`config.mk`:
```
export PLATFORM = sky130hd
export DESIGN_NAME = dpwm_pid_compensator_flat
export DESIGN_NICKNAME = d
export VERILOG_FILES = /design/src/rtl/dpwm_pkg.sv /design/src/rtl/dpwm_pid_compensator_if.sv /design/src/rtl/dpwm_sat_clamp.sv /design/src/rtl/dpwm_pid_compensator.sv /design/src/flat_wrapper.sv
export SDC_FILE = /design/constraint.sdc
export NUM_CORES = 1
export LEC_CHECK = 0
export ABC_AREA = 0
export BUFFER_PORTS_ARGS = -buffer_cell sky130_fd_sc_hd__buf_4
export CAP_MARGIN = 10
export CORE_MARGIN = 1
export CORE_UTILIZATION = 45
export CTS_CLUSTER_DIAMETER = 80
export DETAILED_ROUTE_END_ITERATION = 10
export REMOVE_ABC_BUFFERS = 1
export SKIP_CTS_REPAIR_TIMING = 1
export SYNTH_ARGS = -nofsm -noshare
export SYNTH_HDL_FRONTEND = slang
export SYNTH_SLANG_ARGS = --single-unit
```
`constraint.sdc`:
```
create_clock -name hf_clock -period 7.9 [get_ports hf_clock]
set_input_delay 0.79 -clock hf_clock [delete_from_list [all_inputs] [get_ports hf_clock]]
set_output_delay 0.79 -clock hf_clock [all_outputs]
set_load 0.005 [all_outputs]
```
`src/rtl/dpwm_pkg.sv`:
```
// Shared geometry and FSM encoding for the DPWM voltage-loop compensator.
// Derived widths keep the datapath at full precision end to end.
package dpwm_pkg;

   localparam int RESOLUTION = 12;
   localparam int ADC_W      = 10;
   localparam int COEF_W     = 16;
   localparam int FRAC       = 8;

   localparam int ERR_W  = ADC_W + 1;
   localparam int PROD_W = ERR_W + COEF_W;
   localparam int ACC_W  = PROD_W + 3;
   localparam int U_W    = RESOLUTION + FRAC;

   typedef enum logic [2:0] {
      ST_IDLE,
      ST_MAC0,
      ST_MAC1,
      ST_MAC2,
      ST_SAT,
      ST_OUT
   } state_e;

endpackage

```
`src/rtl/dpwm_pid_compensator_if.sv`:
```
// Sample-in / duty-out bundle between the loop controller and the compensator.
// master drives the sample, setpoint, taps and clamps; slave returns the duty.
interface dpwm_pid_compensator_if;
   import dpwm_pkg::*;

   logic                     enable;
   logic                     sample_valid;
   logic        [ADC_W-1:0]  adc_sample;
   logic        [ADC_W-1:0]  vref;
   logic signed [COEF_W-1:0] coef_a;
   logic signed [COEF_W-1:0] coef_b;
   logic signed [COEF_W-1:0] coef_c;
   logic [RESOLUTION-1:0]    dc_min;
   logic [RESOLUTION-1:0]    dc_max;
   logic [RESOLUTION-1:0]    duty_cycle;
   logic                     duty_valid;
   logic                     busy;
   logic                     overrun;

   modport master (
      output enable, sample_valid, adc_sample, vref, coef_a, coef_b, coef_c, dc_min, dc_max,
      input  duty_cycle, duty_valid, busy, overrun
   );

   modport slave (
      input  enable, sample_valid, adc_sample, vref, coef_a, coef_b, coef_c, dc_min, dc_max,
      output duty_cycle, duty_valid, busy, overrun
   );

endinterface

```
`src/rtl/dpwm_sat_clamp.sv`:
```
// Clamps a signed Q.FRAC accumulator into [dc_min, dc_max] << FRAC.
// When the bounds cross, dc_max wins so the duty never exceeds the upper limit.
module dpwm_sat_clamp #(
   parameter int ACC_W      = 30,
   parameter int RESOLUTION = 12,
   parameter int FRAC       = 8
) (
   input  logic signed [ACC_W-1:0]           acc,
   input  logic        [RESOLUTION-1:0]      dc_min,
   input  logic        [RESOLUTION-1:0]      dc_max,
   output logic        [RESOLUTION+FRAC-1:0] u_sat
);

   localparam int U_W = RESOLUTION + FRAC;

   logic signed [ACC_W-1:0] lo;
   logic signed [ACC_W-1:0] hi;

   always_comb begin
      lo = $signed({{(ACC_W-U_W){1'b0}}, dc_min, {FRAC{1'b0}}});
      hi = $signed({{(ACC_W-U_W){1'b0}}, dc_max, {FRAC{1'b0}}});
      if (acc > hi || lo > hi) begin
         u_sat = {dc_max, {FRAC{1'b0}}};
      end else if (acc < lo) begin
         u_sat = {dc_min, {FRAC{1'b0}}};
      end else begin
         u_sat = acc[U_W-1:0];
      end
   end

endmodule

```
`src/rtl/dpwm_pid_compensator.sv`:
```
// Incremental three-tap PID feeding the DPWM duty_cycle, one shared multiplier,
// six-cycle schedule IDLE->MAC0->MAC1->MAC2->SAT->OUT with clamp-based anti-windup.
module dpwm_pid_compensator
   import dpwm_pkg::*;
(
   input  logic                  hf_clock,
   input  logic                  reset,
   dpwm_pid_compensator_if.slave bus
);

   logic [1:0] rst_sync_q;
   logic [1:0] rst_sync_d;
   logic       rst_n;

   state_e state_q, state_d;

   logic signed [ERR_W-1:0]  e0_q, e0_d, e1_q, e1_d, e2_q, e2_d;
   logic signed [ERR_W-1:0]  err_sel, e_new;
   logic signed [COEF_W-1:0] coef_sel;
   logic signed [PROD_W-1:0] prod;
   logic signed [ACC_W-1:0]  acc_q, acc_d, acc_base;
   logic [U_W-1:0]           u_prev_q, u_prev_d, u_sat;
   logic [RESOLUTION-1:0]    duty_q, duty_d;
   logic                     duty_valid_q, duty_valid_d;
   logic                     overrun_q, overrun_d;

   // Reset asserts immediately but releases two edges later, so no flop sees a runt deassertion.
   assign rst_sync_d = {rst_sync_q[0], 1'b1};

   // NOTE: sequential state uses non-blocking assignments so every flop samples pre-edge values.
   always_ff @(posedge hf_clock or negedge reset) begin
      if (!reset) rst_sync_q <= '0;
      else        rst_sync_q <= rst_sync_d;
   end

   assign rst_n = rst_sync_q[1];

   always_ff @(posedge hf_clock or negedge rst_n) begin
      if (!rst_n) state_q <= ST_IDLE;
      else        state_q <= state_d;
   end

   // NOTE: every always_comb output gets a default first, otherwise unlisted paths infer latches.
   always_comb begin
      state_d = state_q;
      if (!bus.enable) begin
         state_d = ST_IDLE;
      end else begin
         case (state_q)
            ST_IDLE: if (bus.sample_valid) state_d = ST_MAC0;
            ST_MAC0: state_d = ST_MAC1;
            ST_MAC1: state_d = ST_MAC2;
            ST_MAC2: state_d = ST_SAT;
            ST_SAT:  state_d = ST_OUT;
            default: state_d = ST_IDLE;
         endcase
      end
   end

   // The single multiplier walks the taps: a*e0, b*e1, c*e2.
   always_comb begin
      coef_sel = bus.coef_a;
      err_sel  = e0_q;
      case (state_q)
         ST_MAC1: begin coef_sel = bus.coef_b; err_sel = e1_q; end
         ST_MAC2: begin coef_sel = bus.coef_c; err_sel = e2_q; end
         default: ;
      endcase
      prod     = PROD_W'(coef_sel) * PROD_W'(err_sel);
      acc_base = (state_q == ST_MAC0) ? ACC_W'($signed({1'b0, u_prev_q})) : acc_q;
      e_new    = $signed({1'b0, bus.vref}) - $signed({1'b0, bus.adc_sample});
   end

   dpwm_sat_clamp #(
      .ACC_W      (ACC_W),
      .RESOLUTION (RESOLUTION),
      .FRAC       (FRAC)
   ) u_clamp (
      .acc    (acc_q),
      .dc_min (bus.dc_min),
      .dc_max (bus.dc_max),
      .u_sat  (u_sat)
   );

   always_comb begin
      e0_d         = e0_q;
      e1_d         = e1_q;
      e2_d         = e2_q;
      acc_d        = acc_q;
      u_prev_d     = u_prev_q;
      duty_d       = duty_q;
      duty_valid_d = 1'b0;
      overrun_d    = overrun_q;
      if (!bus.enable) begin
         e1_d     = '0;
         e2_d     = '0;
         u_prev_d = '0;
         duty_d   = bus.dc_min;
      end else begin
         if (bus.sample_valid && state_q != ST_IDLE) overrun_d = 1'b1;
         case (state_q)
            ST_IDLE: if (bus.sample_valid) e0_d = e_new;
            ST_MAC0, ST_MAC1, ST_MAC2: acc_d = acc_base + ACC_W'(prod);
            ST_SAT: begin
               u_prev_d = u_sat;
               e2_d     = e1_q;
               e1_d     = e0_q;
            end
            ST_OUT: begin
               duty_d       = u_prev_q[U_W-1:FRAC];
               duty_valid_d = 1'b1;
            end
            default: ;
         endcase
      end
   end

   always_ff @(posedge hf_clock or negedge rst_n) begin
      if (!rst_n) begin
         e0_q         <= '0;
         e1_q         <= '0;
         e2_q         <= '0;
         acc_q        <= '0;
         u_prev_q     <= '0;
         duty_q       <= '0;
         duty_valid_q <= 1'b0;
         overrun_q    <= 1'b0;
      end else begin
         e0_q         <= e0_d;
         e1_q         <= e1_d;
         e2_q         <= e2_d;
         acc_q        <= acc_d;
         u_prev_q     <= u_prev_d;
         duty_q       <= duty_d;
         duty_valid_q <= duty_valid_d;
         overrun_q    <= overrun_d;
      end
   end

   assign bus.duty_cycle = duty_q;
   assign bus.duty_valid = duty_valid_q;
   assign bus.busy       = (state_q != ST_IDLE);
   assign bus.overrun    = overrun_q;

endmodule

```
`src/flat_wrapper.sv`:
```
// flat-port wrapper written by rule: the top's interface ports become plain ports
module dpwm_pid_compensator_flat import dpwm_pkg::*;
  (hf_clock, reset, bus_enable, bus_sample_valid, bus_adc_sample, bus_vref, bus_coef_a, bus_coef_b, bus_coef_c, bus_dc_min, bus_dc_max, bus_duty_cycle, bus_duty_valid, bus_busy, bus_overrun);
  dpwm_pid_compensator_if bus_i ();
  input  logic hf_clock;
  input  logic reset;
  input wire logic [$bits(bus_i.enable)-1:0] bus_enable;
  input wire logic [$bits(bus_i.sample_valid)-1:0] bus_sample_valid;
  input wire logic [$bits(bus_i.adc_sample)-1:0] bus_adc_sample;
  input wire logic [$bits(bus_i.vref)-1:0] bus_vref;
  input wire logic [$bits(bus_i.coef_a)-1:0] bus_coef_a;
  input wire logic [$bits(bus_i.coef_b)-1:0] bus_coef_b;
  input wire logic [$bits(bus_i.coef_c)-1:0] bus_coef_c;
  input wire logic [$bits(bus_i.dc_min)-1:0] bus_dc_min;
  input wire logic [$bits(bus_i.dc_max)-1:0] bus_dc_max;
  output wire logic [$bits(bus_i.duty_cycle)-1:0] bus_duty_cycle;
  output wire logic [$bits(bus_i.duty_valid)-1:0] bus_duty_valid;
  output wire logic [$bits(bus_i.busy)-1:0] bus_busy;
  output wire logic [$bits(bus_i.overrun)-1:0] bus_overrun;
  assign bus_i.enable = bus_enable;
  assign bus_i.sample_valid = bus_sample_valid;
  assign bus_i.adc_sample = bus_adc_sample;
  assign bus_i.vref = bus_vref;
  assign bus_i.coef_a = bus_coef_a;
  assign bus_i.coef_b = bus_coef_b;
  assign bus_i.coef_c = bus_coef_c;
  assign bus_i.dc_min = bus_dc_min;
  assign bus_i.dc_max = bus_dc_max;
  assign bus_duty_cycle = bus_i.duty_cycle;
  assign bus_duty_valid = bus_i.duty_valid;
  assign bus_busy = bus_i.busy;
  assign bus_overrun = bus_i.overrun;
  dpwm_pid_compensator u_core (.hf_clock(hf_clock), .reset(reset), .bus(bus_i));
endmodule
```
==> results of run 1 <==
## state kept, by name, indices dropped and copies added, names as in the netlist
signal / flops
u_core.bus.duty_valid: 1
u_core.bus.overrun: 1
u_core.bus.duty_cycle: 12
u_core.acc_q: 30
u_core.e1_q: 11
u_core.e2_q: 11
u_core.e0_q: 11
u_core.u_prev_q: 20
u_core.rst_sync_q: 2
u_core.state_q: 3
## critical path: cells and delay by family, from the launching register on
family	cells	cell delay, ps
muxes	3	610
and+or+nand+nor	4	730
buffers and inverters	5	740
AOI/OAI and AO/OA	5	1680
DFF	1	810
adders and majority gates	6	2630
## cells in the final DEF, fill, tap and decap left out, drive strengths merged, types with 15 or more instances in the layout
| master | count |
|---|---|
| xnor2 | 20 |
| fa | 204 |
| dfrtp | 102 |
| mux2i | 54 |
| nor2 | 79 |
| o21a | 15 |
| a21oi | 35 |
| a22o | 31 |
| buf | 139 |
| nor2b | 25 |
| o21ai | 107 |
| nand2 | 184 |
| inv | 334 |
| ha | 120 |
## path summary, 6_finish.rpt
| check | startpoint | endpoint | slack (ps) |
|---|---|---|---|
| min reg2reg | u_core.rst_sync_q[1]$_DFF_PN0_ | u_core.bus.duty_valid$_DFF_PN0_ | 300 |
| max reg2reg | u_core.state_q[0]$_DFFE_PN0P_ | u_core.acc_q[29]$_DFFE_PN0P_ | 600 |
| min in group hf_clock | u_core.rst_sync_q[0]$_DFF_PN0_ | u_core.rst_sync_q[1]$_DFF_PN0_ | 350 |
| max | u_core.state_q[0]$_DFFE_PN0P_ | u_core.acc_q[29]$_DFFE_PN0P_ | 600 |
| max in group asynchronous | u_core.rst_sync_q[1]$_DFF_PN0_ | u_core.state_q[0]$_DFFE_PN0P_ | 6350 |
| min | reset | u_core.rst_sync_q[1]$_DFF_PN0_ | 200 |
## through the flow
stage | cell area (sq um) | instances | hold slack (ps) | utilization, % | setup WS, ps
4_1_cts | 15500 | 2022 | 193 | 51.8 | 489
2_1_floorplan | 13600 | 1477 | 331 | - | 103
3_3_place_gp | 15200 | 2006 | 316 | 50.8 | 668
6_report | 15500 | 2022 | 205 | 51.8 | 600
3_5_place_dp | 15200 | 2006 | 313 | 50.8 | 512
5_1_grt | 15500 | 2022 | 189 | 51.8 | 11.8
## layer usage
| metal | wire [um] | share of wire [%] | vias to the layer above | track usage [%] |
|---|---|---|---|---|
| met4 | 1090 | 3.2 | 0 | 7.51 |
| met5 | 0 | 0 | - | 0 |
| li1 | - | - | 5049 | - |
| met2 | 17400 | 51 | 196 | 40.6 |
| met3 | 961 | 2.8 | 48 | 2.10 |
| met1 | 14600 | 43 | 5244 | 29.5 |
## kinds of logic (layout without fill, tap and decap cells)
family / count (synthesis) / in the layout / share of synthesized area (%)
AND/OR/NAND/NOR: 360 / 360 / 11.6
other: 1 / 1 / 0.0271
AO/OA/AOI/OAI: 263 / 263 / 12.3
adder cells (fa/ha/maj): 324 / 324 / 40.3
multiplexers: 67 / 67 / 4.96
XOR/XNOR: 29 / 29 / 1.83
buffers and inverters: 384 / 486 / 10.5
flip-flops: 102 / 102 / 18.4
## cell type report
cell class / instances / area [sq um]
fill: 2850 / 14400
clock buffer: 9 / 225
tap: 390 / 488
multi-input combinational: 1044 / 9870
timing repair buffer: 139 / 1060
clock inverter: 7 / 75.1
inverter: 331 / 1240
sequential: 102 / 2560
==> metrics.yaml, run 1 <==
criticalPathCategory: "register to register"
cts_buffer_depth: 2
drt-vias-per-instance: 5.21
grt_start_max_net_pins: 66
yosysMostFrequentCell: "inv_1"
tritoncts_sinks: 102
critical_path_capture_point_type: "register"
timing.fmax_ghz: 0.137
min_path_type: "input pin to async pin"
worst_ep_required_time_ps: 8140
globalRoute.totalOverflow: 0
globalRouteTotalUtil_pct: 23.0
netlist_top_cells_count: "inv_1 (331), fa_1 (204), nand2_1 (184)"
netlist_area_sq_um: 13800
drcViolationCount: 0
count_of_final_setup_violators: 0
cp_cell_sequence: "mux2i_1, o21ai_0, nand2_1, inv_1, fa_1, ha_1, inv_1, fa_1, inv_1, fa_1, inv_1, fa_1, inv_1, ha_1, nand3_1, nor2_1, a221oi_1, a31oi_1, o221ai_2, mux2i_1, nand2_1, mux2i_1, o22a_1"
critPathMaxStageDelay_ps: 810
number_of_antenna_violations_at_the_first_check_in_global_routing: 0
timing.max_cap.violations: 0
run_status: "finished, final reports clean"
ctsRootBufferMaster: "clkbuf_16"
layout_worst_path_cycle_share_pct: 92.4
detail_route.wirelength_mm: 34.0
grt_first_pass_wirelength_mm: 56.2
diodes: 0
area.growth.synth_to_final_pct: 12.0
cp_max_fo: 17
synth.yosys.warnings: 0
postSynthAreaPerCell_sq_um: 9.05
site_rows: 63
detail-route-antenna-nets: 0
hpwl_mm: 28.5
via_count_of_the_routed_design: 10537
cp_max_stage_cell: "dfrtp_2"
final_period_minus_worst_setup_slack_ps: 7300
synth_area_leader_cell: "fa_1"
drt_pass1_iterations: 5
ys_top_cells_by_area: "fa_1 (29%), dfrtp_1 (18%), ha_1 (11%)"
maxSlewViolCount: 0
arrival_ps: 7540
final_nets: 2047
flops_latches_synth: 102
slew-limit-headroom_pct: 30.2
final.setup_skew_ps: 14.4
grt_pass1_vias: 10951
number_of_buffers_inserted_during_clock_tree_synthesis: 9
clk_latency_ps: 350
synth_cells: 1530
drt_first_iter_violations: 514
timing_worst_slew_pin_value_ps: 1040
synth_edf_count: 0
synth.distinct_cells: 61
floorplan.initialDensity_pct: 46.2
async_reset_ff_share_pct: 100
number_of_cells_on_the_worst_reg_to_reg_path: 23
unrepaired_setup_endpoints_after_global_routing: "no"
ys_seq_area_share_pct: 18.4
wl_per_cell_um: 16.8
htreeDepth: 3
synth_largest_type_area_fraction_pct: 29.5
io-pin-count: 111
crit_path_start_kind: "register"
placeableCoreArea_sq_um: 30000
worst_path_most_repeated_cell: "inv_1"
setup_total_negative_slack_ps: 0
final_layout_size_suffix_gt1_share_pct: 11.3
path_clk_slew_ps: 80
buffer_ports.inserted: 110
cts_tree: "done"
die_width_um: 177
dominantRegCellSynth: "dfrtp_1"
routability_congestion_estimate: 0.866
die_h_um: 177
hold_violations: 0
die_area_sq_um: 31500
Power of run 1 is not shown: default switching activity piles up to over one toggle a cycle in this logic, so the estimate is an artifact.
==> run 2, diff against run 1 <==
Settings changed: ABC_AREA 0 to 1.
==> metrics.yaml, run 2 <==
ys_seq_area_share_pct: 17.3  # was 18.4%
final_nets: 2397  # was 2,047
clk_latency_ps: 370  # was 350 ps
drt_first_iter_violations: 697  # was 514
synth_cells: 1903  # was 1,530
largest_register_ffs: 30  # unchanged
synth_largest_type_area_fraction_pct: 27.7  # was 29.5%
r2r_end: "u_core.acc_q[24]$_DFFE_PN0P_"  # was u_core.acc_q[29]$_DFFE_PN0P_
timing.fmax_ghz: 0.148  # was 0.137 GHz
slew-limit-headroom_pct: 20.4  # was 30.2%
ff2ff_setup_slack_ps: 1130  # was 600 ps
io-pin-count: 111  # unchanged
synth_edf_count: 0  # unchanged
number_of_cells_on_the_worst_reg_to_reg_path: 26  # was 23
detail_route.wirelength_mm: 39.1  # was 34.0 mm
layout_common_cells: "nand2_1 (441), inv_1 (438), fa_1 (204)"  # was inv_1 (331), fa_1 (204), nand2_1 (184)
cp_max_fo: 28  # was 17
globalRouteTotalUtil_pct: 24.8  # was 23.0%
top_reg_by_flops: "u_core.acc_q"  # unchanged
site_rows: 65  # was 63
buffer_ports.inserted: 110  # unchanged
count_of_final_setup_violators: 0  # unchanged
synth.distinct_cells: 53  # was 61
routability_congestion_estimate: 0.959  # was 0.866
mostFrequentLayoutCell: "nand2_1"  # was inv_1
timing.hold.ws_ps: 193  # was 205 ps
number_of_buffers_inserted_during_clock_tree_synthesis: 9  # unchanged
diodes: 0  # unchanged
drcViolationCount: 0  # unchanged
yosysMostFrequentCell: "nand2_1"  # was inv_1
die_h_um: 183  # was 177 um
final.setup_skew_ps: 11.9  # was 14.4 ps
grt_first_pass_wirelength_mm: 64.5  # was 56.2 mm
die_area_sq_um: 33500  # was 31,500 sq um
timing_worst_slew_pin_value_ps: 1190  # was 1040 ps
timing.max_cap.violations: 0  # unchanged
final_core_util_pct: 50.4  # was 51.8%
synth_area_leader_cell: "fa_1"  # unchanged
hpwl_mm: 32.8  # was 28.5 mm
hold_violations: 0  # unchanged
die_width_um: 183  # was 177 um
ctsRootBufferMaster: "clkbuf_16"  # unchanged
grt_start_max_net_pins: 64  # was 66
dominantRegCellSynth: "dfrtp_1"  # unchanged
placeableCoreArea_sq_um: 32000  # was 30,000 sq um
final_period_minus_worst_setup_slack_ps: 6770  # was 7300 ps
grt_pass1_vias: 12180  # was 10,951
synth.yosys.warnings: 0  # unchanged
critical_path_capture_point_type: "register"  # unchanged
setup_total_negative_slack_ps: 0  # unchanged
path_clk_slew_ps: 80  # about the same
number_of_antenna_violations_at_the_first_check_in_global_routing: 0  # unchanged
tritoncts_sinks: 102  # unchanged
arrival_ps: 7020  # was 7540 ps
async_reset_ff_share_pct: 100  # unchanged
postSynthAreaPerCell_sq_um: 7.76  # was 9.05 sq um
fillerInstances: 3166  # was 2,850
cts_buffer_depth: 2  # unchanged
htreeDepth: 3  # unchanged
netlist_area_sq_um: 14800  # was 13,800 sq um
drt_pass1_iterations: 5  # unchanged
ys_top_cells_by_area: "fa_1 (28%), dfrtp_1 (17%), nand2_1 (11%)"  # was fa_1 (29%), dfrtp_1 (18%), ha_1 (11%)
floorplan.initialDensity_pct: 46.2  # about the same
globalRoute.totalOverflow: 0  # unchanged
run_status: "finished, final reports clean"  # unchanged
layout_worst_path_cycle_share_pct: 85.7  # was 92.4%
unrepaired_setup_endpoints_after_global_routing: "no"  # unchanged
final_layout_size_suffix_gt1_share_pct: 9.84  # was 11.3%
min_path_type: "input pin to async pin"  # unchanged
area.growth.synth_to_final_pct: 9.11  # was 12.0%
reg2reg_from: "u_core.state_q[1]$_DFFE_PN0P_"  # was u_core.state_q[0]$_DFFE_PN0P_
cts_tree: "done"  # unchanged
detail-route-antenna-nets: 0  # unchanged
wl_per_cell_um: 16.2  # was 16.8 um
crit_path_start_kind: "register"  # unchanged
maxSlewViolCount: 0  # unchanged
criticalPathCategory: "register to register"  # unchanged
netlist_top_cells_count: "nand2_1 (441), inv_1 (438), fa_1 (204)"  # was inv_1 (331), fa_1 (204), nand2_1 (184)
flops_latches_synth: 102  # unchanged
via_count_of_the_routed_design: 12105  # was 10,537
worst_ep_required_time_ps: 8150  # was 8140 ps
drt-vias-per-instance: 5.01  # was 5.21
-- run 2: through the flow --
step                      instances  cell area, sq um  setup WS, ps
after floorplan                1851             14400          1600
after global placement         2401             15800          1200
after detailed placement       2401             15800          1100
after CTS                      2417             16100          1100
after global routing           2417             16100           576
final                          2417             16100          1130
-- run 2: cell families (layout without fill, tap and decap cells) --
kind of cell | after synthesis | count (layout) | synth area share [%]
xor+xnor | 18 | 18 | 1.12
buf+inv | 510 | 589 | 14.1
other cells | 1 | 1 | 0.0254
mux | 4 | 4 | 0.271
flops | 102 | 102 | 17.3
simple gates | 697 | 697 | 19.5
compound gates | 247 | 247 | 9.86
fa+ha+maj | 324 | 324 | 37.8
-- run 2: how the worst max path moves through the flow --
stage / from / end / slack (ps) / cells past startpoint
after global placement: u_core.state_q[1]$_DFFE_PN0P_ / u_core.acc_q[18]$_DFFE_PN0P_ / 1200 / 29
after global routing: u_core.state_q[1]$_DFFE_PN0P_ / u_core.acc_q[24]$_DFFE_PN0P_ / 580 / 31
final: u_core.state_q[1]$_DFFE_PN0P_ / u_core.acc_q[24]$_DFFE_PN0P_ / 1130 / 26
after CTS: u_core.state_q[1]$_DFFE_PN0P_ / u_core.acc_q[24]$_DFFE_PN0P_ / 1100 / 26
after floorplan: u_core.state_q[1]$_DFFE_PN0P_ / u_core.acc_q[24]$_DFFE_PN0P_ / 1600 / 26
after detailed placement: u_core.state_q[1]$_DFFE_PN0P_ / u_core.acc_q[24]$_DFFE_PN0P_ / 1100 / 26
-- run 2: cell type report --
| type | instances | area, sq um | area share, % |
|---|---|---|---|
| multi-input combinational | 1291 | 10100 | 62.9 |
| sequential | 102 | 2560 | 15.9 |
| inverter | 458 | 1720 | 10.7 |
| timing repair buffer | 115 | 863 | 5.36 |
| tap | 435 | 544 | 3.38 |
| clock buffer | 10 | 239 | 1.48 |
| clock inverter | 6 | 52.6 | 0.326 |
-- run 2: layer usage --
layer	up-vias	wire [um]	GRT usage (%)
li1	5893	-	-
met1	5859	18000	34.6
met2	313	18100	40.0
met3	40	2250	4.53
met4	0	764	6.03
met5	-	0	0
-- run 2: critical path, cell delays in order, from the launching register on --
cell	delay (ps)
dfrtp_1	440
inv_2	90
nor2_4	30
buf_4	220
inv_4	160
nor2_4	40
inv_2	410
o21a_2	390
inv_2	90
nor2_2	190
fa_1	450
inv_1	280
fa_1	620
fa_1	590
inv_1	60
fa_1	540
inv_1	60
fa_1	530
inv_1	40
ha_1	380
a21oi_1	240
o21ai_0	150
a21oi_1	130
nand3_1	100
or2_2	280
nand3_1	60
o21ai_0	80
Power of run 2 is left out for the same reason.
